File: config.mk
export PLATFORM = sky130hd
export DESIGN_NAME = seven_seg_scan_ctrl
export DESIGN_NICKNAME = d
export VERILOG_FILES = /design/src/rtl/seven_seg_scan_ctrl.sv
export SDC_FILE = /design/constraint.sdc
export NUM_CORES = 1
export LEC_CHECK = 0
export ABC_CLOCK_PERIOD_IN_PS = 4700
export BUFFER_PORTS_ARGS = -buffer_cell sky130_fd_sc_hd__buf_2
export CAP_MARGIN = 15
export CORE_ASPECT_RATIO = 1.5
export CORE_MARGIN = 10
export CORE_UTILIZATION = 52
export CTS_BUF_LIST = sky130_fd_sc_hd__clkbuf_4 sky130_fd_sc_hd__clkbuf_8
export CTS_CLUSTER_SIZE = 8
export DETAILED_ROUTE_END_ITERATION = 8
export PLACE_DENSITY = 0.71
export SLEW_MARGIN = 20
export SYNTH_ARGS = -nofsm -noshare
export SYNTH_HDL_FRONTEND = slang
export SYNTH_SLANG_ARGS = --single-unit
File: constraint.sdc
create_clock -name clk -period 4.7 [get_ports clk]
set_input_delay 0.47 -clock clk [delete_from_list [all_inputs] [get_ports clk]]
set_output_delay 0.47 -clock clk [all_outputs]
set_load 0.01 [all_outputs]
File: src/rtl/seven_seg_scan_ctrl.sv
// Purpose : time-multiplexed scan controller for a 4-digit seven-segment display, with a double-buffered value.
// Latency : every output is registered; a load is visible one cycle after its commit edge.
// Backpr. : none; loads made while scanning are held in a shadow buffer until the next frame boundary.
//
// Ports:
//   clk, rst_n   system clock, asynchronous active-low reset
//   scan_en      1 = scan the digits, 0 = display dark and idle
//   digit_en     per-digit enable (bit i = digit i)
//   load         single-cycle request to display load_value
//   load_value   value to display; nibble i goes to digit i
//   load_ack     one-cycle pulse when a load reaches the active value
//   digit_sel    active-low one-hot digit select (4'b1111 = all off)
//   nibble       active value nibble for the current digit index
//   frame_tick   one-cycle pulse after each completed 4-digit frame
module seven_seg_scan_ctrl #(
  parameter int REFRESH_DIV  = 100000,
  parameter int BLANK_CYCLES = 1000
) (
  input  logic        clk,
  input  logic        rst_n,
  input  logic        scan_en,
  input  logic [3:0]  digit_en,
  input  logic        load,
  input  logic [15:0] load_value,
  output logic        load_ack,
  output logic [3:0]  digit_sel,
  output logic [3:0]  nibble,
  output logic        frame_tick
);

  typedef enum logic [1:0] {IDLE, BLANK, SHOW} state_t;

  localparam int              CW        = (REFRESH_DIV > 1) ? $clog2(REFRESH_DIV) : 1;
  localparam logic [CW-1:0]   SLOT_LAST = CW'(REFRESH_DIV - 1);
  localparam logic [CW-1:0]   BLANK_END = CW'(BLANK_CYCLES);

  state_t        state, state_nxt;
  logic [CW-1:0] cnt, cnt_nxt;
  logic [1:0]    idx, idx_nxt;
  logic [15:0]   active, active_nxt;
  logic [15:0]   shadow, shadow_nxt;
  logic          pending, pending_nxt;
  logic          commit, frame_end, slot_end;

  logic [3:0]    digit_sel_nxt;
  logic [3:0]    nibble_nxt;

  // State and output registers.
  always_ff @(posedge clk or negedge rst_n) begin
    if (!rst_n) begin
      state      <= IDLE;
      cnt        <= '0;
      idx        <= 2'd0;
      active     <= 16'h0000;
      shadow     <= 16'h0000;
      pending    <= 1'b0;
      digit_sel  <= 4'hF;
      nibble     <= 4'h0;
      load_ack   <= 1'b0;
      frame_tick <= 1'b0;
    end else begin
      state      <= state_nxt;
      cnt        <= cnt_nxt;
      idx        <= idx_nxt;
      active     <= active_nxt;
      shadow     <= shadow_nxt;
      pending    <= pending_nxt;
      digit_sel  <= digit_sel_nxt;
      nibble     <= nibble_nxt;
      load_ack   <= commit;
      frame_tick <= frame_end;
    end
  end

  // Next-state: slot timing, digit index, and the shadow/active buffer.
  always_comb begin
    state_nxt   = state;
    cnt_nxt     = cnt;
    idx_nxt     = idx;
    active_nxt  = active;
    shadow_nxt  = shadow;
    pending_nxt = pending;
    commit      = 1'b0;
    frame_end   = 1'b0;
    slot_end    = (cnt == SLOT_LAST);

    case (state)
      IDLE: begin
        // Nothing is on screen, so a load can go straight to the active value.
        if (load) begin
          active_nxt = load_value;
          commit     = 1'b1;
        end
        if (scan_en) begin
          state_nxt = BLANK;
          cnt_nxt   = '0;
          idx_nxt   = 2'd0;
        end
      end

      BLANK, SHOW: begin
        if (!scan_en) begin
          // Going dark: flush whatever is waiting, newest request first.
          state_nxt   = IDLE;
          cnt_nxt     = '0;
          idx_nxt     = 2'd0;
          pending_nxt = 1'b0;
          if (load) begin
            active_nxt = load_value;
            commit     = 1'b1;
          end else if (pending) begin
            active_nxt = shadow;
            commit     = 1'b1;
          end
        end else begin
          cnt_nxt   = slot_end ? '0 : cnt + CW'(1);
          idx_nxt   = slot_end ? idx + 2'd1 : idx;
          state_nxt = (cnt_nxt < BLANK_END) ? BLANK : SHOW;
          if (slot_end && idx == 2'd3) begin
            // Frame boundary: the only point where the active value may change,
            // so no digit of a frame is drawn from a different value.
            frame_end   = 1'b1;
            pending_nxt = 1'b0;
            if (load) begin
              active_nxt = load_value;
              commit     = 1'b1;
            end else if (pending) begin
              active_nxt = shadow;
              commit     = 1'b1;
            end
          end else if (load) begin
            shadow_nxt  = load_value;
            pending_nxt = 1'b1;
          end
        end
      end

      default: begin
        state_nxt = IDLE;
        cnt_nxt   = '0;
        idx_nxt   = 2'd0;
      end
    endcase
  end

  // Output decode from next-state values so the registered outputs line up
  // with the state they describe.
  always_comb begin
    digit_sel_nxt = 4'hF;
    if (state_nxt == SHOW && digit_en[idx_nxt])
      digit_sel_nxt = ~(4'b0001 << idx_nxt);
    nibble_nxt = active_nxt[{idx_nxt, 2'b00} +: 4];
  end

endmodule
=== Word level (Yosys, flattened, before mapping) ===
Index checks and enable logic that the tools add are counted.

* Register bits after elaboration: 64

* Reductions and logical operators: 6
* Bitwise logic cells: 2
* Add/subtract/negate cells: 2
* Eq/ne operators: 7
* Mux-type cells: 33
* $lt $le $gt $ge: 2
* Shift operators: 2

{| class="wikitable"
|+ Operators by type and width
! kind !! number
|-
| $mux W16 || 5
|-
| $mux W17 || 3
|-
| $pmux W17 S2 || 1
|-
| $pmux W16 S2 || 1
|-
| $add A17 B1 Y17 const B || 1
|-
| $eq A17 B17 Y1 const B || 1
|-
| $lt A17 B10 Y1 const B || 1
|-
| $shiftx A16 B5 Y4 || 1
|-
| $mux W1 || 12
|-
| $mux W2 || 6
|-
| $pmux W2 S2 || 2
|-
| $eq A2 B2 Y1 const B || 3
|-
| $mux W4 || 1
|-
| $not A4 Y4 || 1
|-
| $reduce_and A4 Y1 || 1
|-
| $shl A1 B2 Y4 const A || 1
|-
| $lt A2 B3 Y1 const B || 1
|-
| $ne A3 B1 Y1 const B || 1
|-
| $add A2 B1 Y2 const B || 1
|-
| $bmux W1 S2 || 1
|-
| $eq A2 B1 Y1 const B || 1
|-
| $logic_and A1 B1 Y1 || 2
|-
| $logic_not A2 Y1 || 1
|-
| $ne A2 B2 Y1 const B || 1
|-
| 4 further kinds || 4
|}

=== Logic depth before layout (Yosys ltp) ===
* Depth in word-level cells: 9
* Mapped depth: 10
* Depth with buffers taken out: 9

=== Worst setup path before layout ===
Ideal clock, no wire load.

* Kind: flip-flop to flip-flop
* From: register cnt[8]
* To: register nibble[0]
* Stages on the path, launching flop included: 9
* Setup time: 125 ps
* Slack: 1,790 ps
* Required time: 4,575 ps
* Path buffers: 1
* Period minus slack after synthesis: 2,910 ps
* Arrival: 2,786 ps
* Cell sequence: dfrtp_1 -> buf_6 -> or4b_4 -> or4b_2 -> nor3_2 -> a21oi_2 -> nor2_4 -> mux2_2 -> mux2_2

* Elaborated cells on any way between the ends: 9
* Those cells by class: 1 x eq/ne; 1 x shift; 6 x mux; 1 x reduce/logical

{| class="wikitable"
|+ RTL lines
! what !! line !! source
|-
| from (decl) || 38 || <nowiki>logic [CW-1:0] cnt, cnt_nxt;</nowiki>
|-
| from (signal assigned) || 63 || <nowiki>cnt <= cnt_nxt;</nowiki>
|-
| $eq A17 B17 Y1 || 85 || <nowiki>slot_end = (cnt == SLOT_LAST);</nowiki>
|-
| $mux W2 || 117 || <nowiki>idx_nxt = slot_end ? idx + 2'd1 : idx;</nowiki>
|-
| $mux W2 || 102 || <nowiki>if (!scan_en) begin</nowiki>
|-
| $pmux W2 S2 || 87 || <nowiki>case (state)</nowiki>
|-
| net idx_nxt[1] || 39 || <nowiki>logic [1:0] idx, idx_nxt;</nowiki>
|-
| $shiftx A16 B5 Y4 || 152 || <nowiki>nibble_nxt = active_nxt[{idx_nxt, 2'b00} +: 4];</nowiki>
|-
| net nibble_nxt[0] || 46 || <nowiki>logic [3:0] nibble_nxt;</nowiki>
|-
| to (signal assigned) || 69 || <nowiki>nibble <= nibble_nxt;</nowiki>
|-
| to (decl) || 27 || <nowiki>output logic [3:0] nibble,</nowiki>
|}

The timed path passes the listed nets, and every way through them passes these cells.
A chain may end at the register's enable or synchronous reset.

=== Worst setup path in the final report ===
* From: register cnt[5]
* To: register nibble[3]

Same word-level chain as after synthesis.

==> impl_metrics.py <==
metrics = {
    "run_status": {
        "status": "finished clean",
    },
    "cells_and_area": {
        "fill_cells": 688,
        "syn2layout_area_growth_pct": 10.73,
        "diodes": 0,
        "seqCellArea_um2": 1607,
        "drive_gt1_frac": 0.2000,
        "multi_input_area_um2": 2216,
        "final_nets": 493,
        "stdcell_area_um2": 4493,
        "layout.cells.non_filler": 572,
    },
    "sta": {
        "fin_setup_tns_ps": 0,
        "setup_viol": 0,
        "layout_setup_ws_ps": 1470,
        "relSlewSlack": 0.4257,
        "fin_skew_ps": 11.30,
        "max_freq_ghz": 0.3096,
        "period_minus_slack_ps": 3230,
        "finalHoldViolCount": 0,
        "timing.final.crit_share": 0.6872,
        "drv_slew": 0,
        "rsz0062_at_grt": "no",
        "worst_slew_pin_slew_ps": 861.4,
    },
    "worst_setup_path": {
        "required_ps": 4950,
        "crit_chain": "or4b_4, or4b_2, nor3_2, a21oi_2, nor2_4, mux2_2, mux2_2",
        "r2r-start": "cnt[5]$_DFFE_PN0P_",
        "path_class": "reg2reg",
        "crit_path_end_kind": "register",
        "critical-path-top-delay-family": "simple AND/OR/NAND/NOR gates",
        "cp_slowest_cell": "or4b_2",
        "startpoint_type": "register",
        "critical_path_buf_inv_count": 0,
        "crit_top_cell": "mux2_2",
        "critPathMaxStageDelay_ps": 770,
        "r2r_slack_ps": 1470,
        "crit_path_max_fanout": 11,
        "timing.rr.end": "nibble[3]$_DFF_PN0_",
        "cp.arrival_ps": 3480,
        "reg2reg_depth": 7,
    },
    "yosys": {
        "synthDistinctLibCells": 54,
        "ys.flop_type": "dfrtp_1",
        "synth_edf_count": 0,
        "syn_nets": 480,
        "synth-compound-area-share": 0.2513,
        "synth_seq_cells": 64,
        "yosysWarningCount": 0,
        "synth-seq-area-share": 0.3959,
        "syn-cell-area_um2": 4058,
        "synthAdderAreaFrac": 0.01233,
        "synthArstFlopShare": 1.000,
        "synthSimpleGateAreaFrac": 0.1681,
        "synth-xor-area-share": 0.01511,
        "syn_avg_cell_area_um2": 8.977,
        "netlist_instances": 452,
        "synth_top_family_by_area": "compound AO/OA/AOI/OAI gates",
        "synth.area.mux_share": 0.09744,
    },
    "placement": {
        "place_ws_ps": 1463,
        "postPlaceCellArea_um2": 4239,
        "gp_congestion": 0.8876,
        "dp_hpwl_um": 7040,
        "port_buffers": 33,
        "place_inst": 556,
    },
    "cts": {
        "holdBufCountCts": 0,
        "clock-sinks": 64,
        "root_buffer": "clkbuf_8",
        "cts_buffer_depth": 2,
        "htreeDepth": 3,
        "worstSkewPairLatency_ps": 360,
        "cts_resized": 0,
        "cts_tree": "built",
        "post_cts_buffers": 0,
        "numCtsBuffers": 9,
        "path_clk_slew_ps": 70,
    },
    "pwr": {
        "p_leak_nw": 1.939,
        "power_density_nw_per_um2": 488.1,
        "ir_drop_uv": 189.9,
        "power.total_mw": 2.193,
    },
    "hold_path": {
        "min_path_type": "in2reg",
        "whs_path_depth": 2,
        "hold_start": "digit_en[1]",
        "holdPathEnd": "digit_sel[1]$_DFF_PN1_",
    },
    "drt": {
        "first_iter_violations": 230,
        "ant_nets": 0,
        "drc": 0,
        "viasPerCell": 6.100,
        "drt_pass1_iterations": 4,
        "routed_wirelength_um": 10340,
        "vias": 3489,
        "wl_per_cell_um": 18.07,
    },
    "global_route": {
        "grt_pass1_vias": 3577,
        "grt_pass1_wl_um": 17420,
        "grtUsageTotal": 0.1806,
        "grt_overflow_total": 0,
        "grt_max_degree": 65,
        "antenna_found_initial": 0,
    },
    "die": {
        "die_x_um": 92.13,
        "dieHeight_um": 128.2,
        "rows": 39,
        "start_util": 0.5330,
        "die-area_um2": 11810,
        "io_pins": 34,
        "core_um2": 7612,
    },
    "flow_run": {
        "drv_cap": 0,
    },
}
[through the flow]
step	hold WS, ps	util
floorplan	174.4	-
global placement	491.2	0.5559
detailed placement	492.9	0.5569
CTS	256.0	0.5902
global route	272.3	0.5902
finish	270.3	0.5902
[state kept, by name, indices dropped and copies added (netlist names)]
register    count
state           2
digit_sel       4
cnt            17
nibble          4
idx             2
active         16
shadow         16
load_ack        1
frame_tick      1
pending         1
[final cells by class]
cell class	instances	share of cell area
timing repair buffer	37	0.04344
sequential	64	0.3576
tap	102	0.02840
multi-input combinational	328	0.4932
clock buffer	11	0.03370
inverter	25	0.02089
clock inverter	5	0.02283
[synthesized netlist by cell type (2+ instances only)]
master,n,share of area
nor4_1,2,0.0031
a31oi_1,2,0.0031
a21oi_1,53,0.065
a22o_1,2,0.0043
o211a_1,8,0.020
mux2_2,28,0.078
nand2b_1,2,0.0031
and3_1,3,0.0046
buf_2,2,0.0025
dfrtp_1,60,0.37
xnor2_1,5,0.011
nor2b_1,18,0.028
xor2_1,2,0.0043
nand4_1,6,0.0093
buf_6,2,0.0056
o31ai_1,10,0.019
nand2_1,26,0.024
clkbuf_1,28,0.026
ha_1,4,0.012
a211oi_1,16,0.030
nand4b_1,6,0.013
nor2_1,18,0.017
o211ai_1,2,0.0037
nor3_1,3,0.0037
dfstp_2,4,0.026
mux2i_1,8,0.020
o41ai_1,2,0.0043
o21ai_0,49,0.060
nand3_1,13,0.016
buf_1,3,0.0028
o311a_1,8,0.020
inv_1,25,0.023
or3_1,11,0.017
[metal layers]
layer  vias to the layer above  GRT usage  share of wire
li1                       1694          -              -
met1                      1706     0.1908           0.39
met2                        65     0.3229           0.54
met3                        24    0.03986          0.039
met4                         0    0.09927          0.032
met5                         -          0              0
[power by group]
| group | switching (mW) | internal, mW | leakage, nW |
|---|---|---|---|
| combinational | 0.426 | 0.322 | 1.00 |
| clock | 0.228 | 0.380 | 0.126 |
| sequential | 0.119 | 0.718 | 0.812 |
| total | 0.773 | 1.42 | 1.94 |
[cell usage in the layout, fill, tap and decap left out, drive strengths merged, types with 8 or more instances in the layout]
cell type  count
nand2         26
inv           25
a21oi         54
mux2          28
or3           11
o211a          8
mux2i          8
o311a          8
clkbuf        11
a211oi        16
o21ai         49
nor2b         18
dfrtp         60
nor2          19
nand3         13
buf           37
o31ai         10
[worst max-delay path by stage]
stage          slack [ps]  depth (start not counted)                    end               start
6_report             1470                          7    nibble[3]$_DFF_PN0_  cnt[5]$_DFFE_PN0P_
3_3_place_gp         1370                          6  shadow[0]$_DFFE_PN0P_  cnt[0]$_DFFE_PN0P_
3_5_place_dp         1460                          7    nibble[3]$_DFF_PN0_  cnt[5]$_DFFE_PN0P_
4_1_cts              1470                          7    nibble[3]$_DFF_PN0_  cnt[5]$_DFFE_PN0P_
5_1_grt              1310                          8    cnt[10]$_DFFE_PN0P_  cnt[1]$_DFFE_PN0P_
2_1_floorplan        1790                          8    nibble[0]$_DFF_PN0_  cnt[8]$_DFFE_PN0P_
[logic make-up after synthesis]
group | count (synthesis)
xor gates and xnor gates | 7
AOI/OAI and AO/OA | 162
buffers and inverters | 60
and+or+nand+nor | 119
muxes | 36
DFF | 64
adders and majority gates | 4
(Power assumes the default switching activity.)
